<file path="config.mk">
export PLATFORM = sky130hd
export DESIGN_NAME = seg7_scan_ctrl
export DESIGN_NICKNAME = d
export VERILOG_FILES = /design/src/rtl/seg7_scan_ctrl.sv
export SDC_FILE = /design/constraint.sdc
export NUM_CORES = 1
export LEC_CHECK = 0
export BUFFER_PORTS_ARGS = -buffer_cell sky130_fd_sc_hd__buf_2
export CAP_MARGIN = 20
export CORE_UTILIZATION = 51
export DETAILED_ROUTE_END_ITERATION = 8
export HOLD_SLACK_MARGIN = 0.12
export PLACE_DENSITY = 0.76
export SKIP_CTS_REPAIR_TIMING = 1
export SLEW_MARGIN = 0
export SYNTH_ARGS = -nofsm -noshare
export SYNTH_HDL_FRONTEND = slang
export SYNTH_SLANG_ARGS = --single-unit
</file>
<file path="constraint.sdc">
create_clock -name clk -period 2.9 [get_ports clk]
set_input_delay 0.145 -clock clk [delete_from_list [all_inputs] [get_ports clk]]
set_output_delay 0.145 -clock clk [all_outputs]
set_load 0.02 [all_outputs]
</file>
<file path="src/rtl/seg7_scan_ctrl.sv">
// Time-multiplexed scan controller for a common-anode 7-segment display.
// Two BCD banks, frame-aligned source switching, dead time, leading-zero blanking and blink.
module seg7_scan_ctrl #(
    parameter int NDIG         = 4,
    parameter int PRESCALE     = 1000,
    parameter int BLINK_FRAMES = 64
) (
    input  logic                clk,
    input  logic                rst,
    input  logic [4*NDIG-1:0]   data_a,
    input  logic [4*NDIG-1:0]   data_b,
    input  logic                sel_req,
    output logic                sel_ack,
    input  logic                lz_sup,
    input  logic                blink,
    output logic [7:0]          seg_out,
    output logic [NDIG-1:0]     dig_en_n,
    output logic                frame_done
);

    localparam int CNT_W  = (PRESCALE > 1) ? $clog2(PRESCALE) : 1;
    localparam int IDX_W  = (NDIG > 1) ? $clog2(NDIG) : 1;
    localparam int FCNT_W = (BLINK_FRAMES > 1) ? $clog2(BLINK_FRAMES) : 1;

    localparam logic [CNT_W-1:0]  CNT_MAX  = CNT_W'(PRESCALE - 1);
    localparam logic [IDX_W-1:0]  IDX_MAX  = IDX_W'(NDIG - 1);
    localparam logic [FCNT_W-1:0] FCNT_MAX = FCNT_W'(BLINK_FRAMES - 1);

    function automatic logic [7:0] seg_decode(input logic [3:0] bcd);
        logic [7:0] s;
        case (bcd)
            4'd0:    s = 8'h03;
            4'd1:    s = 8'h9F;
            4'd2:    s = 8'h25;
            4'd3:    s = 8'h0D;
            4'd4:    s = 8'h99;
            4'd5:    s = 8'h49;
            4'd6:    s = 8'h41;
            4'd7:    s = 8'h1B;
            4'd8:    s = 8'h01;
            4'd9:    s = 8'h19;
            default: s = 8'hFF;
        endcase
        return s;
    endfunction

    logic [CNT_W-1:0]  cnt_q,  cnt_d;
    logic [IDX_W-1:0]  idx_q,  idx_d;
    logic [4*NDIG-1:0] snap_q, snap_d;
    logic              sel_ack_q, sel_ack_d;
    logic              phase_q, phase_d;
    logic              disp_on_q, disp_on_d;
    logic [FCNT_W-1:0] fcnt_q, fcnt_d;
    logic [7:0]        seg_q, seg_d;
    logic [NDIG-1:0]   dig_q, dig_d;
    logic              frame_done_q, frame_done_d;

    logic              frame_start, frame_end, blank_all;
    logic              upper_zero, cur_lz;
    logic [3:0]        cur_digit;

    always_comb begin
        frame_start = (cnt_q == '0) && (idx_q == '0);
        frame_end   = (cnt_q == CNT_MAX) && (idx_q == IDX_MAX);

        cnt_d = (cnt_q == CNT_MAX) ? '0 : cnt_q + 1'b1;
        idx_d = idx_q;
        if (cnt_q == CNT_MAX) begin
            idx_d = (idx_q == IDX_MAX) ? '0 : idx_q + 1'b1;
        end

        snap_d    = snap_q;
        sel_ack_d = sel_ack_q;
        disp_on_d = disp_on_q;
        if (frame_start) begin
            snap_d    = sel_req ? data_b : data_a;
            sel_ack_d = sel_req;
            disp_on_d = !blink || phase_q;
        end

        // Blink phase runs freely; it is only latched into disp_on at frame start.
        phase_d = phase_q;
        fcnt_d  = fcnt_q;
        if (!blink) begin
            phase_d = 1'b1;
            fcnt_d  = '0;
        end else if (frame_end) begin
            if (fcnt_q == FCNT_MAX) begin
                fcnt_d  = '0;
                phase_d = ~phase_q;
            end else begin
                fcnt_d = fcnt_q + 1'b1;
            end
        end
    end

    // Outputs are computed from next state so the registered pins line up with cnt_q/idx_q.
    always_comb begin
        upper_zero = 1'b1;
        cur_lz     = 1'b0;
        cur_digit  = 4'd0;
        for (int i = NDIG - 1; i >= 0; i--) begin
            upper_zero = upper_zero && (snap_d[4*i +: 4] == 4'd0);
            if (idx_d == IDX_W'(i)) begin
                cur_digit = snap_d[4*i +: 4];
                cur_lz    = upper_zero && (i != 0);
            end
        end

        blank_all    = (cnt_d == '0) || !disp_on_d;
        seg_d        = (blank_all || (lz_sup && cur_lz)) ? 8'hFF : seg_decode(cur_digit);
        dig_d        = blank_all ? '1 : ~(NDIG'(1) << idx_d);
        frame_done_d = (cnt_d == CNT_MAX) && (idx_d == IDX_MAX);
    end

    always_ff @(posedge clk) begin
        if (!rst) begin
            cnt_q        <= '0;
            idx_q        <= '0;
            snap_q       <= '0;
            sel_ack_q    <= 1'b0;
            phase_q      <= 1'b1;
            disp_on_q    <= 1'b1;
            fcnt_q       <= '0;
            seg_q        <= 8'hFF;
            dig_q        <= '1;
            frame_done_q <= 1'b0;
        end else begin
            cnt_q        <= cnt_d;
            idx_q        <= idx_d;
            snap_q       <= snap_d;
            sel_ack_q    <= sel_ack_d;
            phase_q      <= phase_d;
            disp_on_q    <= disp_on_d;
            fcnt_q       <= fcnt_d;
            seg_q        <= seg_d;
            dig_q        <= dig_d;
            frame_done_q <= frame_done_d;
        end
    end

    assign seg_out    = seg_q;
    assign dig_en_n   = dig_q;
    assign sel_ack    = sel_ack_q;
    assign frame_done = frame_done_q;

endmodule

</file>
==> flow_summary.toml, run 1 <==
[synthesis]
synth_warnings = 0
synth-edff-count = 0
async_flop_share_pct = 0
syn_area_um2 = 3058
synth.distinct_cells = 69
synth_flop_cell = "dfxtp_1"
syn_nets = 382
syn_inst = 333
synth_top_area_share_pct = 32.08
ys_seq_area_share_pct = 32.08
synth_seq_cells = 49
synth_area_leaders = "dfxtp_1 (32%), mux2i_1 (9.2%), mux2_2 (5.2%)"
syn_avg_cell_area_um2 = 9.183
yosys.area.top_type = "dfxtp_1"

[clock_tree]
clkTransAtPathRegs_ps = 100
numCtsBuffers = 5
cts-root-buf = "clkbuf_8"
cts_tree = "built"
cts_max_level = 2
clockBufferDepth = 2
clock_latency_ps = 300
cts.sinks = 49

[global_route]
grt_pass1_wl_mm = 11.75
grt_max_degree = 34
grt_pass1_vias = 2456
gr-usage-all-layers_pct = 23.93
grt.overflow.total = 0
antenna_found_initial = 0

[layout]
antenna_cells = 0
seqCellArea_um2 = 984.7
fillers = 386
syn_to_final_growth_pct = 28.89
drive_gt1_share_pct = 39.02
multiInputGateArea_um2 = 2140
fin_cells = 482
final_nets = 458

[placed_design]
port_buffers = 49
pre_cts_slack_ps = -13.13
dp.cells = 463
gp_congestion = 0.9031
hpwl_mm = 5.583

[routing]
totalWireLength_mm = 8.381
wl_per_cell_um = 17.39
drt_drc_violations_left = 0
vias_per_cell = 6.006
ant_nets = 0
first_pass_iters = 6
dr_total_vias = 2895
drtIter0Drc = 209

[floorplanning]
ioPinCount = 51
coreArea_um2 = 5642
fp.dieArea_um2 = 6310
die_width_um = 79.44
rows = 27
initial_core_util_pct = 54.20
die_y_um = 79.44

[setup_path]
r2r_setup_slack_ps = -140
rr_startpoint = "cnt_q[5]"
cp.arrival_ps = 3240
required_ps = 3100
crit_type = "reg -> reg"
r2r_end = "seg_out[4]"
critPathMaxFanout = 7
r2r.worst_path.cells = 12
critPathLaunchType = "register"
cp-end-kind = "register"

[sta]
period_needed_ps = 3040
fin_hold_ws_ps = 281.8
fmax_mhz = 328.9
tns_ps = -159.9
slew_headroom_pct = 61.90
setup_viol_count_final = 2
skew_ps = 10.00
grt_setup_unrepaired = "yes"
hold_viol = 0
fin_ws_ps = -140.3
slew_viol_final = 0
worst_pin_slew_ps = 571.4
finalCritPeriodShare_pct = 104.8

[status]
violations = "negative setup slack"
status = "finished, violations left"

[power_and_ir_drop]
finalPower_mw = 1.807
ir_drop_mv = 0.3134
leakage_nw = 1.576
power_density_nw_per_um2 = 458.5

[min_path]
holdCritStartpoint = "data_a[0]"
holdPathEnd = "snap_q[0]"
hold_path_depth = 4
hold_class = "in -> reg"

[run]
drv_cap = 0
[area by class of cell]
class | instances | share of cell area, %
clock buffer | 5 | 1.746
sequential | 49 | 24.98
multi-input combinational | 255 | 54.29
tap | 72 | 2.286
timing repair buffer | 88 | 14.57
inverter | 10 | 1.016
clock inverter | 3 | 1.111
[worst max-delay path, stage by stage (launching register included)]
cell and delay, ps:
dfxtp_2 340, or4_4 570, nor3_4 300, buf_12 200, mux2i_4 280, mux2i_2 110
mux2i_2 250, buf_4 200, ha_4 140, nand2_2 50, mux2i_1 150, o31ai_1 100
a211o_1 250
[registers in the layout, summed over array words and instances, names as in the netlist]
name and cells:
snap_q 16, seg_out 7, idx_q 2, frame_done 1
cnt_q 10, phase_q 1, dig_en_n 4, disp_on_q 1
fcnt_q 6, sel_ack 1
[metrics by stage]
| step | utilization [%] | instance area [um^2] |
|---|---|---|
| final | 69.86 | 3941 |
| after global routing | 69.86 | 3941 |
| after CTS | 63.94 | 3607 |
| after detailed placement | 61.94 | 3495 |
| after global placement | 61.94 | 3495 |
| after floorplan | - | 3062 |
[Yosys cell counts (all sizes together), types with 3 or more instances]
library cell  number
nor3               9
ha                12
nand2b             5
buf                9
o31ai              3
dfxtp             49
nor2              22
nand3             18
nor2b             10
o22ai              3
xnor2              8
and2              12
inv               10
clkbuf            10
xor2               4
mux2i             29
or2                3
and3               4
o21ai              9
o211ai             3
a311oi             3
a21oi             10
and2b              4
mux2              15
nand2             24
nor4              11
[cell families after synthesis]
| group | after synthesis | share of synthesized area, % |
|---|---|---|
| buffers and inverters | 29 | 5.319 |
| AND/OR/NAND/NOR | 133 | 25.53 |
| other | 1 | 0.1226 |
| multiplexers | 44 | 15.26 |
| XOR/XNOR | 12 | 3.437 |
| AO/OA/AOI/OAI | 53 | 13.34 |
| adder cells (fa/ha/maj) | 12 | 4.910 |
| flip-flops | 49 | 32.08 |
[power breakdown]
| part | total, mW | internal (mW) | switching, mW |
|---|---|---|---|
| Combinational | 0.562 | 0.279 | 0.283 |
| Clock | 0.495 | 0.259 | 0.236 |
| Sequential | 0.751 | 0.721 | 0.0295 |
| Total | 1.81 | 1.26 | 0.548 |
[placed cells by master, fill, tap and decap left out, types with 3 or more instances in the layout]
cell type / count
and2b_1: 3
dfxtp_1: 46
xor2_1: 4
o21ai_0: 7
mux2i_4: 12
ha_1: 9
clkbuf_8: 5
nor2_1: 21
nand3_1: 16
o22ai_1: 3
xnor2_1: 8
and2_1: 11
mux2i_2: 6
mux2i_1: 11
or2_2: 3
nand2b_1: 4
a21oi_1: 10
nor3_1: 8
buf_4: 35
o211ai_1: 3
nor4_1: 10
o31ai_1: 3
nand2_1: 23
nor2b_1: 10
dfxtp_2: 3
a311oi_1: 3
mux2_2: 13
inv_1: 8
buf_2: 49
[worst max path at each step]
| stage | start | endpoint | slack [ps] | cells after the start |
|---|---|---|---|---|
| finish | cnt_q[5] | seg_out[4] | -140 | 12 |
| global route | cnt_q[5] | seg_out[4] | -280 | 12 |
| CTS | cnt_q[1] | seg_out[4] | -50 | 12 |
| detailed placement | cnt_q[1] | seg_out[4] | -10 | 12 |
| global placement | cnt_q[5] | seg_out[4] | 70 | 12 |
| floorplan | cnt_q[5] | seg_out[4] | -230 | 14 |
[per-layer routing]
metal	vias up	global-route usage (%)	routed length, um
met1	1361	33.22	3557
li1	1362	-	-
met2	145	37.78	3976
met3	27	4.457	648
met4	0	6.182	199
met5	-	0	0
No activity file was read; power rests on OpenSTA's default activity.
==> run 2: changes to the inputs <==
Settings changed: CORE_UTILIZATION 51 to 55, PLACE_DENSITY 0.76 to 0.78.
Clock period 2.9 ns to 3.4 ns, I/O delays scaled along.
==> run 2 against run 1 <==
The flow now finishes without violations. Clock skew down 2.3 ps. First-iteration DRC count fell by 26%. Global-route usage fell by 0.14 points. Die area shrank 7.1%. Routed wire length is 19% lower. Sequential power down 16%. Total power down 28%. Flip-flop and latch count stayed put. Via count decreased by 10%. Cell area down 13%. Cell count shrank 7.1%. Count of clock-buffer cells in the layout is 2 higher. Largest cell class unchanged. Largest power group unchanged.
==> flow_summary.toml, run 2 (synthesized netlist as in run 1, its figures left out) <==
[sta]
skew_ps = 7.686
fin_ws_ps = 261.0
setup_viol_count_final = 0
slew_headroom_pct = 63.61
worst_pin_slew_ps = 530.7
hold_viol = 0
fmax_mhz = 318.6
finalCritPeriodShare_pct = 92.32
period_needed_ps = 3139
grt_setup_unrepaired = "no"
tns_ps = 0
slew_viol_final = 0

[setup_path]
rr_startpoint = "cnt_q[5]"
slowest_stage = "or4_4"
critPathMaxFanout = 23
path_cells = "or4_4, nor3_4, buf_12, mux2i_1, mux2i_1, mux2_2, inv_1, ha_1, nand2_1, mux2i_1, o31ai_1, a211o_1"
required_ps = 3600
cpMostUsedCell = "mux2i_1"
crit_start = "cnt_q[5]"
critPathLaunchType = "register"
cp_slowest_stage_delay_ps = 590
crit_type = "reg -> reg"
cp.arrival_ps = 3340
cp-end-kind = "register"

[placed_design]
port_buffers = 49
pre_cts_slack_ps = 236.1
hpwl_mm = 5.132
dp.cells = 438
gp_congestion = 0.8844

[layout]
fin_cells = 448
syn_to_final_growth_pct = 11.74
fillers = 425
multiInputGateArea_um2 = 1914
regMostFlops = "snap_q"
largest_register_ffs = 16
drive_gt1_share_pct = 25.66
final_nets = 426
antenna_cells = 0
final_cell_mix = "dfxtp_1 (49), buf_2 (49), mux2i_1 (28)"
seqCellArea_um2 = 980.9
postLayoutCoreUtil_pct = 65.24

[clock_tree]
numCtsBuffers = 5
cts_max_level = 2
cts-root-buf = "clkbuf_8"
cts.sinks = 49
clkTransAtPathRegs_ps = 90
clockBufferDepth = 2
clock_latency_ps = 310
cts_tree = "built"

[min_path]
hold_class = "in -> reg"
holdCritStartpoint = "data_a[6]"

[routing]
first_pass_iters = 4
wl_per_cell_um = 15.15
dr_total_vias = 2601
vias_per_cell = 5.806
totalWireLength_mm = 6.786
drtIter0Drc = 154
drt_drc_violations_left = 0
ant_nets = 0

[power_and_ir_drop]
power_density_nw_per_um2 = 382.3
leakage_nw = 1.384
ir_drop_mv = 0.2400
finalPower_mw = 1.306

[floorplanning]
die_y_um = 76.57
rows = 26
coreArea_um2 = 5238
ioPinCount = 51
initial_core_util_pct = 58.39
fp.dieArea_um2 = 5862
die_width_um = 76.57

[global_route]
grt_pass1_vias = 2388
gr-usage-all-layers_pct = 23.78
grt_max_degree = 34
grt.overflow.total = 0
grt_pass1_wl_mm = 11.15
antenna_found_initial = 0

[run]
drv_cap = 0

[status]
status = "finished clean"
## run 2: cell types whose count changed in the layout (fill, tap and decap cells not counted), sizes merged
cell,delta
buf,-31
bufinv,-1
clkbuf,+1
clkinv,-1
clkinvlp,+1
inv,-1
## run 2: final cells by class
type                    count  area share (%)
clock inverters             1          0.2197
clock buffers               7           2.234
inverters                  10           1.098
multi-input cells         255           56.02
repair buffers             56           9.154
well taps                  70           2.563
flip-flops and latches     49           28.71
## run 2: final timing paths
check                     to  slack [ps]  cells past startpoint
setup / recovery  seg_out[4]         260                     12
hold / removal     snap_q[6]         280                      4
setup reg to reg  seg_out[4]         260                     12
hold reg to reg      sel_ack         480                      2
## run 2: report_power, final
group,internal (mW),leakage (nW),total (mW),switching [mW]
Sequential,0.615,0.402,0.634,0.0196
Combinational,0.146,0.944,0.328,0.181
Clock,0.146,0.0385,0.344,0.198
Total,0.907,1.38,1.31,0.399
## run 2: metrics by stage
stage          cell area, um^2  hold WS [ps]
2_1_floorplan             3058         241.8
3_3_place_gp              3316         401.8
3_5_place_dp              3316         418.9
4_1_cts                   3400         102.8
5_1_grt                   3417         303.2
6_report                  3417         275.6
## run 2: worst max-delay path: cells and delay by family, from the launching register on
| kind | cells | cell delay, ps |
|---|---|---|
| mux | 4 | 890 |
| fa+ha+maj | 1 | 220 |
| buf+inv | 2 | 340 |
| compound gates | 2 | 330 |
| simple gates | 3 | 830 |
| flops | 1 | 420 |
## run 2: metal layers
layer  track usage [%]  vias to the layer above  share of wire (%)  routed length [um]
met3             5.269                       17                5.5                 371
li1                  -                     1295                  -                   -
met4             9.423                        0                2.1                 144
met2             38.20                       87                 46                3101
met1             30.84                     1202                 47                3168
met5                 0                        -                  0                   0
